[src/rtl/act_row_sched_pkg.sv]
// act_row_sched_pkg: phase/state codes shared by the row scheduler and its bench
package act_row_sched_pkg;
  localparam int PHASE_W = 3;
  typedef enum logic [PHASE_W-1:0] {S_IDLE, S_PREP, S_LOAD, S_STREAM, S_DONE} state_t;
endpackage

[src/rtl/act_row_sched_pulse_gen.sv]
// act_row_sched_pulse_gen: registered single-cycle pulse that defers a request seen during stall
module act_row_sched_pulse_gen (
  input  logic clk,
  input  logic reset,
  input  logic clr,
  input  logic stall,
  input  logic req,
  output logic pulse
);
  logic pend;
  always_ff @(posedge clk or negedge reset)
    if (!reset) begin
      pulse <= 1'b0;
      pend  <= 1'b0;
    end else begin
      pulse <= !clr && !stall && (req || pend);
      pend  <= !clr && stall && (req || pend);
    end
endmodule

[src/rtl/act_row_sched.sv]
// act_row_sched: row scheduler sequencing flag-RAM and column reads for the activation buffer
module act_row_sched
  import act_row_sched_pkg::*;
#(
  parameter int ROW_W      = 5,
  parameter int VAL_W      = 5,
  parameter int FLAG_LAT   = 2,
  parameter int M1_ROW_CYC = 3
) (
  input  logic               clk,
  input  logic               reset,
  input  logic               cfg_start,
  input  logic               cfg_mode,
  input  logic [ROW_W-1:0]   cfg_row_num,
  input  logic               abort,
  input  logic               stall,
  input  logic [VAL_W-1:0]   row_val_num_act_real,
  output logic               mode,
  output logic               start,
  output logic               en,
  output logic               row_cal_done,
  output logic               row_index_count_3,
  output logic               zero_flag,
  output logic [PHASE_W-1:0] phase,
  output logic [ROW_W-1:0]   row_idx,
  output logic               busy,
  output logic               done
);
  localparam int CW = $clog2((FLAG_LAT > M1_ROW_CYC ? FLAG_LAT : M1_ROW_CYC) + 1);
  state_t st, nst;
  logic [ROW_W-1:0] row_num;
  logic [VAL_W-1:0] elem_cnt;
  logic [CW-1:0] wcnt, cyc_cnt;
  logic [1:0] r3;
  logic adv, last, row_end, start_req, en_req, rcd_req, ric_req;
  assign adv = !stall;
  assign last = row_idx == row_num - ROW_W'(1);
  assign start_req = st == S_PREP;
  assign phase = st;
  always_comb begin
    nst = st;
    row_end = 1'b0;
    rcd_req = 1'b0;
    en_req = 1'b0;
    ric_req = 1'b0;
    unique case (st)
      S_IDLE:  nst = cfg_start ? (cfg_row_num == '0 ? S_DONE : S_PREP) : S_IDLE;
      S_PREP:  nst = adv ? S_LOAD : S_PREP;
      S_LOAD:  nst = (adv && wcnt == CW'(FLAG_LAT - 1)) ? S_STREAM : S_LOAD;
      S_STREAM: begin
        // zero-valid rows finish one cycle after zero_flag rises
        row_end = mode ? cyc_cnt == CW'(M1_ROW_CYC - 1)
                : (row_val_num_act_real == '0 ? zero_flag
                   : elem_cnt == row_val_num_act_real - VAL_W'(1));
        rcd_req = row_end;
        en_req = row_end && !mode && !last;
        ric_req = row_end && mode && r3 == 2'd2;
        nst = (row_end && adv) ? (last ? S_DONE : (mode ? S_STREAM : S_LOAD)) : S_STREAM;
      end
      S_DONE:  nst = S_IDLE;
      default: nst = S_IDLE;
    endcase
    if (abort) nst = S_IDLE;
  end
  always_ff @(posedge clk or negedge reset)
    if (!reset) begin
      st <= S_IDLE;
      busy <= 1'b0;
      done <= 1'b0;
      mode <= 1'b0;
      row_num <= '0;
      row_idx <= '0;
      wcnt <= '0;
      cyc_cnt <= '0;
      elem_cnt <= '0;
      r3 <= '0;
      zero_flag <= 1'b0;
    end else begin
      st <= nst;
      busy <= nst != S_IDLE;
      done <= st == S_DONE && !abort;
      if (abort) begin
        wcnt <= '0;
        cyc_cnt <= '0;
        elem_cnt <= '0;
        zero_flag <= 1'b0;
      end else if (st == S_IDLE) begin
        if (cfg_start) begin
          mode <= cfg_mode;
          row_num <= cfg_row_num;
          row_idx <= '0;
          r3 <= '0;
        end
      end else if (adv) begin
        wcnt <= (st == S_LOAD && wcnt != CW'(FLAG_LAT - 1)) ? wcnt + 1'b1 : '0;
        if (st == S_STREAM) begin
          if (mode) cyc_cnt <= row_end ? '0 : cyc_cnt + 1'b1;
          else if (row_val_num_act_real == '0) zero_flag <= !zero_flag;
          else elem_cnt <= row_end ? '0 : elem_cnt + 1'b1;
          if (row_end) begin
            row_idx <= row_idx + 1'b1;
            if (mode) r3 <= r3 == 2'd2 ? 2'd0 : r3 + 2'd1;
          end
        end
      end
    end
  act_row_sched_pulse_gen u_start (.clk(clk), .reset(reset), .clr(abort), .stall(stall), .req(start_req), .pulse(start));
  act_row_sched_pulse_gen u_en    (.clk(clk), .reset(reset), .clr(abort), .stall(stall), .req(en_req),    .pulse(en));
  act_row_sched_pulse_gen u_rcd   (.clk(clk), .reset(reset), .clr(abort), .stall(stall), .req(rcd_req),   .pulse(row_cal_done));
  act_row_sched_pulse_gen u_ric   (.clk(clk), .reset(reset), .clr(abort), .stall(stall), .req(ric_req),   .pulse(row_index_count_3));
endmodule

[config.mk]
export PLATFORM = sky130hd
export DESIGN_NAME = act_row_sched
export DESIGN_NICKNAME = d
export VERILOG_FILES = /design/src/rtl/act_row_sched_pkg.sv /design/src/rtl/act_row_sched_pulse_gen.sv /design/src/rtl/act_row_sched.sv
export SDC_FILE = /design/constraint.sdc
export NUM_CORES = 1
export LEC_CHECK = 0
export ABC_AREA = 1
export CORE_UTILIZATION = 50
export CTS_BUF_LIST = sky130_fd_sc_hd__clkbuf_2 sky130_fd_sc_hd__clkbuf_4 sky130_fd_sc_hd__clkbuf_8
export CTS_CLUSTER_SIZE = 12
export DETAILED_ROUTE_END_ITERATION = 8
export PLACE_DENSITY = 0.74
export SLEW_MARGIN = 40
export SYNTH_ARGS = -nofsm -noshare
export SYNTH_HDL_FRONTEND = slang
export SYNTH_SLANG_ARGS = --single-unit
[constraint.sdc]
create_clock -name clk -period 1.7 [get_ports clk]
set_input_delay 0.51 -clock clk [delete_from_list [all_inputs] [get_ports clk]]
set_output_delay 0.51 -clock clk [all_outputs]
set_load 0.1 [all_outputs]
---- After elaboration in Yosys (flattened, before gate mapping) ----
Index checks and enable logic that the tools add are counted.
storage, ports and cells
  bits in registers ....................... 36
  input port bits ......................... 16
  output and inout bits ................... 16
  logic and storage cells ................. 136
operators by class
  add/sub/neg operators ................... 7
  equality and inequality tests ........... 16
  mux-type cells .......................... 49
  bitwise logic cells ..................... 1
  reductions and logical operators ........ 44
operator list
  cell                                                                     count
  5-bit two-way mux                                                        12
  2-bit two-way mux                                                        18
  1-bit logical AND                                                        18
  3-bit two-way mux                                                        5
  5-bit AND reduction                                                      3
  1-bit two-way mux                                                        13
  3-bit case mux with 4 select lines                                       1
  2-bit nonzero test                                                       6
  5-bit by 1-bit adder with 5-bit output, second input constant            2
  5-bit == test                                                            2
  5-bit zero test                                                          2
  2-bit inequality test, second input constant                             5
  5-bit by 1-bit subtractor with 5-bit output, second input constant       2
  2-bit by 1-bit adder with 2-bit output, second input constant            3
  3-bit by 2-bit == test with 1-bit output, second input constant          2
  6-bit AND reduction                                                      1
  1-bit zero test                                                          5
  2-bit == test, second input constant                                     2
  1-bit logical OR                                                         4
  2-bit by 1-bit inequality test with 1-bit output, second input constant  2
  4-bit AND reduction                                                      1
  3-bit by 1-bit == test with 1-bit output, second input constant          1
  3-bit == test, second input constant                                     1
  3-bit zero test                                                          1
  5 further kinds                                                          5

---- Logic depth before layout (Yosys ltp) ----
Gate-level depths: netlist (run 1).
  word-level depth ........................ 12
  mapped depth ............................ 15
  mapped depth without buffers ............ 15

---- Hierarchy ----
Synthesis (run 1) repeated with hierarchy kept, for this count alone.
unflattened totals
  cells, all modules ...................... 308
  area total of the unflattened synthesis .. 2179.6 um2
modules (own cells, without submodules)
  module                   times used  cells each  area an instance (um2)  sequential area each (um2)
  act_row_sched            1           272         1874.3                  700.7
  act_row_sched_pulse_gen  4           9           76.3                    50.0

---- Worst setup path after synthesis (run 1) ----
OpenSTA, ideal clock, no wires.
  path kind ............................... reg2reg
  from .................................... register st[1], in the netlist phase[1]
  to ...................................... register elem_cnt[3]
  library setup time ...................... 0.078 ns
  data arrival time ....................... 2.075 ns
  required time ........................... 1.622 ns
  slack ................................... -0.453 ns
  cell stages (with the launch flop) ...... 9
  buffers on the path ..................... 0
  period minus slack after synthesis ...... 2.153 ns
  path through ............................ dfrtp_1 > inv_2 > nor3_4 > inv_2 > nor2_1 > nand2_1 > o21ai_4 > a41oi_1 > a21oi_1
on the way
  cells in the longest elaborated chain, start to end .. 9
  elaborated cells on any way between the ends .. 13
  classes of those cells .................. eq/ne (2); mux (8); reduce/logical (3)
ends and longest elaborated chain
  what                                      line                                      RTL
  start: declaration                        act_row_sched.sv:30                       state_t st, nst;
  start signal: assignment                  act_row_sched.sv:79                       st <= nst;
  3-bit by 2-bit == test with 1-bit output  act_row_sched.sv:46, act_row_sched.sv:96
  1-bit two-way mux                         act_row_sched.sv:46                       unique case (st)
  5-bit two-way mux                         act_row_sched.sv:99                       else elem_cnt <= row_end ? '0 : elem_cnt + 1'b1;
  5-bit two-way mux                         act_row_sched.sv:98                       else if (row_val_num_act_real == '0) zero_flag <= !zero_flag;
  5-bit two-way mux                         act_row_sched.sv:97                       if (mode) cyc_cnt <= row_end ? '0 : cyc_cnt + 1'b1;
  5-bit two-way mux                         act_row_sched.sv:96                       if (st == S_STREAM) begin
  5-bit two-way mux                         act_row_sched.sv:94                       end else if (adv) begin
  5-bit two-way mux                         act_row_sched.sv:87                       end else if (st == S_IDLE) begin
  5-bit two-way mux                         act_row_sched.sv:82                       if (abort) begin
  end signal: assignment                    act_row_sched.sv:99
  end: declaration                          act_row_sched.sv:32                       logic [VAL_W-1:0] elem_cnt;
Several ways; a longest one is shown, not always the timed one. The select of a mux whose other input is x is not followed.
A chain may end at the register's enable or synchronous reset.

---- Final worst setup path (run 1) ----
  from .................................... input row_val_num_act_real[0]
  to ...................................... register r3[1]
on the way
  cells in the longest elaborated chain, start to end .. 7
  elaborated cells on any way between the ends .. 8
  classes of those cells .................. add/sub (1); eq/ne (1); mux (3); reduce/logical (3)
ends and longest elaborated chain
  what                                         line                  RTL
  start: declaration                           act_row_sched.sv:17   input logic [VAL_W-1:0] row_val_num_act_real,
  5-bit by 1-bit subtractor with 5-bit output  act_row_sched.sv:54   : elem_cnt == row_val_num_act_real - VAL_W'(1));
  5-bit == test                                act_row_sched.sv:54
  1-bit two-way mux *                          act_row_sched.sv:53   : (row_val_num_act_real == '0 ? zero_flag
  1-bit two-way mux *                          act_row_sched.sv:52   row_end = mode ? cyc_cnt == CW'(M1_ROW_CYC - 1)
  1-bit two-way mux *                          act_row_sched.sv:46
  2-bit nonzero test (no source line) *        n/a
  6-bit AND reduction (no source line) *       n/a
  end signal: assignment                       act_row_sched.sv:102  if (mode) r3 <= r3 == 2'd2 ? 2'd0 : r3 + 2'd1;
  end: declaration                             act_row_sched.sv:34   logic [1:0] r3;
Mark *: on every way between the ends. The rest lies on a longest branch, timed or not.

==> results.toml, run 1 <==
[worst_setup_path]
cp.depth = 14
critPathBufInv = 3
cp.arrival_ns = 1.99
crit_type = "input port to flop"
crit_chain = "buf_12 > inv_12 > ha_4 > inv_1 > nand2_1 > nand3_1 > nand2_1 > nand3_1 > o21bai_4 > nand4_1 > nand2_2 > nand2_4 > nand2_2 > o21ai_2"
rr_endpoint = "r3[1]$_DFFE_PN0P_"
r2r_setup_slack_ns = -0.05
r2r_start = "elem_cnt[3]$_DFFE_PN0P_"
critPathLaunchType = "input port"
critPathMaxStageDelay_ns = 0.20
critPathTopFamily = "simple AND/OR/NAND/NOR gates"
critPathRequiredTime_ns = 1.89
worstSetupEndpointType = "flop"
crit_fanout = 5
crit_slowest_cell = "nand4_1"
reg2regPathDepth = 12

[yosys]
synth.cell_area_mm2 = 0.00208
synth_fp_nets = 305
syn_avg_cell_area_um2 = 7.35
synth_edf_count = 0
synthTopCellsByCount = "nand2_1, inv_1, dfrtp_1"
synth-seq-cells = 36
synth_seq_area_share = 0.433
ys_types = 29
async_flop_share = 1.00
synth_cells = 283
yosysMostFrequentCell = "nand2_1"
ys_top_cells_by_area = "dfrtp_1, nand2_1, inv_1, nor2_1, nand3_1"
synth_top_area_share = 0.433
yosysTopAreaCell = "dfrtp_1"
synth-warning-count = 0
synth-main-ff-cell = "dfrtp_1"

[timing]
tns_ns = -0.652
min_period_over_period = 1.06
final_hold_viol_count = 0
fin_ws_ns = -0.102
holdWs_ns = 0.529
period_minus_slack_ns = 1.80
finalSetupViolCount = 15
slew_viol_final = 0
clock_skew_ns = 0.00874
worst_pin_slew_ns = 0.288
relSlewSlack = 0.807
fmax_mhz = 555
rsz0062_at_grt = "yes"

[place]
io_buffer_count = 31
dp_hpwl_um = 3750
place_area_mm2 = 0.00291
place.gp.congestion = 0.860
pre_cts_ws_ns = -0.956

[hold_path]
worstHoldPathCells = 1
min_from = "wcnt[0]$_DFFE_PN0P_"
min_path_type = "flop to flop"
worst_hold_path.endpoint = "wcnt[0]$_DFFE_PN0P_"

[detailed_routing]
ant_nets = 0
wl_per_cell_um = 13.0
dr_total_vias = 2127
drtIter0Drc = 135
first_pass_iters = 4
drc = 0
via_per_inst = 5.21
wl_um = 5300

[global_routing]
track_usage = 0.250
grt_pass1_wl_um = 8230
grt.overflow.total = 0
antenna_found_initial = 0
grt_max_degree = 37
grt_pass1_vias = 1894

[clock_tree]
h-tree-depth = 2
cts_root_buf = "clkbuf_8"
clock_sinks = 36
cts_max_path_buffers = 2
clkLatencyLatePin_ns = 0.30
clkTransAtPathRegs_ns = 0.07
numCtsBuffers = 5
cts_tree = "built"

[cells_and_area]
final_area_mm2 = 0.00314
fin_nets = 379
n_fill_cell = 262
regArea_um2 = 923
multi_input_area_mm2 = 0.00109
insertedDiodeCount = 0
layout-drive-gt1-share = 0.330
syn_to_final_growth_pct = 51.2

[floorplan]
die_w_um = 66.5
start_util = 0.520
io_pins = 32
coreArea_mm2 = 0.00400
die-area_mm2 = 0.00442
row_count = 23
die_y_um = 66.5

[power_and_ir_drop]
max-vdd-ir-drop_uv = 872
total_power_w = 0.00275
power_density_mw_per_mm2 = 874
p_leak_nw = 1.54

[flow_run]
maxCapViolCount = 0

[status]
violations = "negative setup slack"
status = "complete, but fails checks"
==> cell usage in the layout (no fill, tap or decap), drive strengths merged, types with 2 or more instances in the layout <==
cell type / instances
nand2: 72
buf: 54
inv: 53
dfrtp: 36
nor2: 34
nand3: 26
a21oi: 15
o21ai: 15
clkdlybuf4s50: 9
nand4: 6
clkbuf: 6
ha: 6
o22ai: 4
nor3: 4
clkinv: 4
o21bai: 3
a31oi: 2
xor2: 2
dlygate4sd2: 2
==> metrics by stage <==
step,utilization,cells
6_report,0.786,408
5_1_grt,0.786,408
4_1_cts,0.760,404
3_5_place_dp,0.728,394
3_3_place_gp,0.728,394
2_1_floorplan,-,283
==> state kept, by name (all words and copies together) (netlist names), 2 cells and up <==
signal	count
wcnt	2
row_num	5
row_idx	5
cyc_cnt	2
elem_cnt	5
r3	2
phase	3
==> worst max path at each step <==
stage,from,to,slack [ns]
floorplan,row_val_num_act_real[0],r3[1]$_DFFE_PN0P_,-0.13
global placement,row_val_num_act_real[0],r3[1]$_DFFE_PN0P_,-0.91
detailed placement,row_val_num_act_real[0],r3[0]$_DFFE_PN0P_,-0.96
CTS,row_val_num_act_real[0],r3[1]$_DFFE_PN0P_,-0.06
global route,row_val_num_act_real[0],r3[1]$_DFFE_PN0P_,-0.25
finish,row_val_num_act_real[0],r3[1]$_DFFE_PN0P_,-0.10
==> metal layers <==
layer / track usage / vias up / routed length (um) / part of all wire
li1: - / 1054 / - / -
met5: 0 / - / 0 / 0
met3: 0.0462 / 11 / 262 / 0.049
met4: 0.0878 / 0 / 82 / 0.015
met1: 0.322 / 1001 / 2310 / 0.44
met2: 0.420 / 61 / 2640 / 0.50
==> power by group <==
group	switching, W	internal [W]
logic	0.000635	0.000432
registers	0.000109	0.000958
clock network	0.000327	0.000285
==> final cells by class <==
cell class | instances | area share
clock buffer | 5 | 0.0219
clock inverter | 3 | 0.00597
inverter | 54 | 0.0700
multi-input combinational | 193 | 0.346
sequential | 36 | 0.294
tap | 50 | 0.0199
timing repair buffer | 67 | 0.243
==> worst reg2reg max path: stages, from the launching register on <==
cell      delay (ns)
dfrtp_1         0.42
inv_2           0.09
nand2_1         0.06
nand2_1         0.06
nand2_1         0.05
nand2_1         0.08
nand3_2         0.08
o21bai_4        0.18
nand4_1         0.20
nand2_2         0.20
nand2_4         0.09
nand2_2         0.07
o21ai_2         0.05
==> what timing repair did <==
action                     in CTS  in global routing
hold buffers                    0                  0
pin swaps                      11                  7
buffers inserted                1                  4
cloned                          1                  0
setup endpoints to repair      25                 30
gates resized for setup        26                 27
==> cells by family after synthesis <==
kind of cell / Yosys count / synth area share
AOI/OAI and AO/OA: 42 / 0.125
xor gates and xnor gates: 2 / 0.00843
adders and majority gates: 6 / 0.0361
buffers and inverters: 55 / 0.0993
DFF: 36 / 0.433
and+or+nand+nor: 142 / 0.298
(Power assumes the default switching activity.)
==> run 2, diff against run 1 <==
--- a/config.mk
+++ b/config.mk
@@ -6,11 +6,14 @@
 export NUM_CORES = 1
 export LEC_CHECK = 0
 export ABC_AREA = 1
-export CORE_UTILIZATION = 50
+export CELL_PAD_IN_SITES_DETAIL_PLACEMENT = 0
+export CELL_PAD_IN_SITES_GLOBAL_PLACEMENT = 1
+export CORE_UTILIZATION = 36
 export CTS_BUF_LIST = sky130_fd_sc_hd__clkbuf_2 sky130_fd_sc_hd__clkbuf_4 sky130_fd_sc_hd__clkbuf_8
 export CTS_CLUSTER_SIZE = 12
 export DETAILED_ROUTE_END_ITERATION = 8
-export PLACE_DENSITY = 0.74
+export PLACE_DENSITY = 0.73
+export RECOVER_POWER = 100
 export SLEW_MARGIN = 40
 export SYNTH_ARGS = -nofsm -noshare
 export SYNTH_HDL_FRONTEND = slang
==> constraint.sdc (replaced) <==
create_clock -name clk -period 1.7 [get_ports clk]
set_input_delay 0.51 -clock clk [delete_from_list [all_inputs] [get_ports clk]]
set_output_delay 0.51 -clock clk [all_outputs]
set_load 0.01 [all_outputs]
==> results.toml, run 2 (same netlist as run 1, synthesis figures left out) <==
[status]
status = "complete, but fails checks"
violations = "negative setup slack"

[global_routing]
grt.overflow.total = 0
grt_pass1_wl_um = 8820
track_usage = 0.189
antenna_found_initial = 0
gr-max-usage-layer = "met2"
grt_max_degree = 37
use_met1 = 0.249
grt_util_met2 = 0.319
use_met3 = 0.0353
grt_pass1_vias = 1890

[power_and_ir_drop]
p_sw_frac = 0.342
combPwrFrac = 0.349
power_switching_w = 0.000850
power_density_mw_per_mm2 = 792
seqPwrFrac = 0.412
p_leak_nw = 1.56
intPower_w = 0.00164
p_clk_frac = 0.240
max-vdd-ir-drop_uv = 533

[worst_setup_path]
cp.arrival_ns = 2.01
r2r_start = "phase[0]$_DFF_PN0_"
crit_type = "input port to flop"
crit_chain = "dlygate4sd3_1 > nor2_1 > inv_1 > nor2_1 > nand4_1 > nand2_4 > nand2_4 > nand2_2 > o21ai_2"
worstSetupEndpointType = "flop"
critPathMaxStageDelay_ns = 0.63
crit_slowest_cell = "dlygate4sd3_1"
critPathLaunchType = "input port"
r2r_setup_slack_ns = -0.06
critPathRequiredTime_ns = 1.88
rr_endpoint = "row_idx[4]$_DFFE_PN0P_"
reg2regPathDepth = 10
crit_fanout = 5

[timing]
fin_ws_ns = -0.129
worst_pin_slew_ns = 0.934
rsz0062_at_grt = "yes"
min_period_over_period = 1.08
holdWs_ns = 0.440
period_minus_slack_ns = 1.83
final_hold_viol_count = 0
relSlewSlack = 0.377
clock_skew_ns = 0.00772
fmax_mhz = 547
finalSetupViolCount = 25
slew_viol_final = 0

[cells_and_area]
instances_no_fill = 437
layout-drive-gt1-share = 0.312
insertedDiodeCount = 0
n_fill_cell = 546
regArea_um2 = 901
final_cell_mix = "nand2_1, inv_1, dfrtp_1"
final_area_mm2 = 0.00314
multi_input_area_mm2 = 0.00119
reg.largest.list = "elem_cnt: 5 flops, row_idx: 5 flops, row_num: 5 flops"
syn_to_final_growth_pct = 51.1
fin_nets = 387
final_common_cell = "nand2_1"

[clock_tree]
h-tree-depth = 2
clock_sinks = 36
cts_tree = "built"
numCtsBuffers = 5
cts_root_buf = "clkbuf_8"
clkTransAtPathRegs_ns = 0.08
cts_max_path_buffers = 2
cts_hold_buf = 0
clkLatencyLatePin_ns = 0.28

[floorplan]
die-area_mm2 = 0.00608
die_w_um = 78
start_util = 0.375
die_y_um = 78
row_count = 27
coreArea_mm2 = 0.00554
io_pins = 32

[place]
io_buffer_count = 31
place.gp.congestion = 0.797
dp_hpwl_um = 3810
place_area_mm2 = 0.00275
dp_cells = 416

[detailed_routing]
wl_um = 5380
first_pass_iters = 4
via_per_inst = 4.66
drc = 0
drtIter0Drc = 77
wl_per_cell_um = 12.3
ant_nets = 0
dr_total_vias = 2036

[hold_path]
min_path_type = "input port to async pin"

[flow_run]
maxCapViolCount = 0
run 2: worst max-delay path by stage:
stage	startpoint	endpoint	slack, ns
final	stall	r3[1]$_DFFE_PN0P_	-0.13
after floorplan	row_val_num_act_real[0]	r3[1]$_DFFE_PN0P_	-0.13
after global routing	row_num[0]$_DFFE_PN0P_	busy$_DFF_PN0_	-0.23
after CTS	row_val_num_act_real[0]	r3[1]$_DFFE_PN0P_	-0.15
after detailed placement	row_val_num_act_real[0]	r3[1]$_DFFE_PN0P_	-1.0
after global placement	row_val_num_act_real[0]	r3[1]$_DFFE_PN0P_	-0.95
run 2: metal layers:
| metal | share of wire | vias to the layer above |
|---|---|---|
| met2 | 0.48 | 28 |
| met3 | 0.033 | 5 |
| met1 | 0.48 | 934 |
| li1 | - | 1069 |
| met5 | 0 | - |
| met4 | 0.0080 | 0 |
run 2: area by class of cell:
cell class | count | area share
Clock buffer | 6 | 0.0243
Clock inverter | 1 | 0.00159
Inverter | 54 | 0.0709
Multi-Input combinational cell | 193 | 0.380
Sequential cell | 36 | 0.287
Tap cell | 72 | 0.0287
Timing Repair Buffer | 75 | 0.207
run 2: power by group through the flow:
stage / logic [W] / clock network, W / registers, W
floorplan: 0.000399 / 0 / 0.00105
global placement: 0.000718 / 0 / 0.00105
detailed placement: 0.000719 / 0 / 0.00105
CTS: 0.000809 / 0.000611 / 0.00102
global route: 0.000976 / 0.000642 / 0.00104
finish: 0.000868 / 0.000596 / 0.00102
run 2: timing repair:
action | in CTS | in global routing
setup endpoints to repair | 35 | 37
gates cloned | 1 | 0
pin swaps | 13 | 27
buffers inserted | 8 | 5
resized for setup | 48 | 47
run 2: stage by stage:
step	util	total power, W	TNS, ns	worst slack (ns)
after floorplan	-	0.00145	-0.660	-0.130
after global placement	0.497	0.00177	-23.25	-0.945
after detailed placement	0.497	0.00177	-23.87	-0.997
after CTS	0.539	0.00244	-1.54	-0.147
after global routing	0.567	0.00265	-4.94	-0.229
final	0.567	0.00249	-1.97	-0.129
run 2: worst max-delay path, delay by kind of cell:
kind | cells | cell delay, ns
and+or+nand+nor | 6 | 0.75
buffers and inverters | 2 | 0.69
AOI/OAI and AO/OA | 1 | 0.05
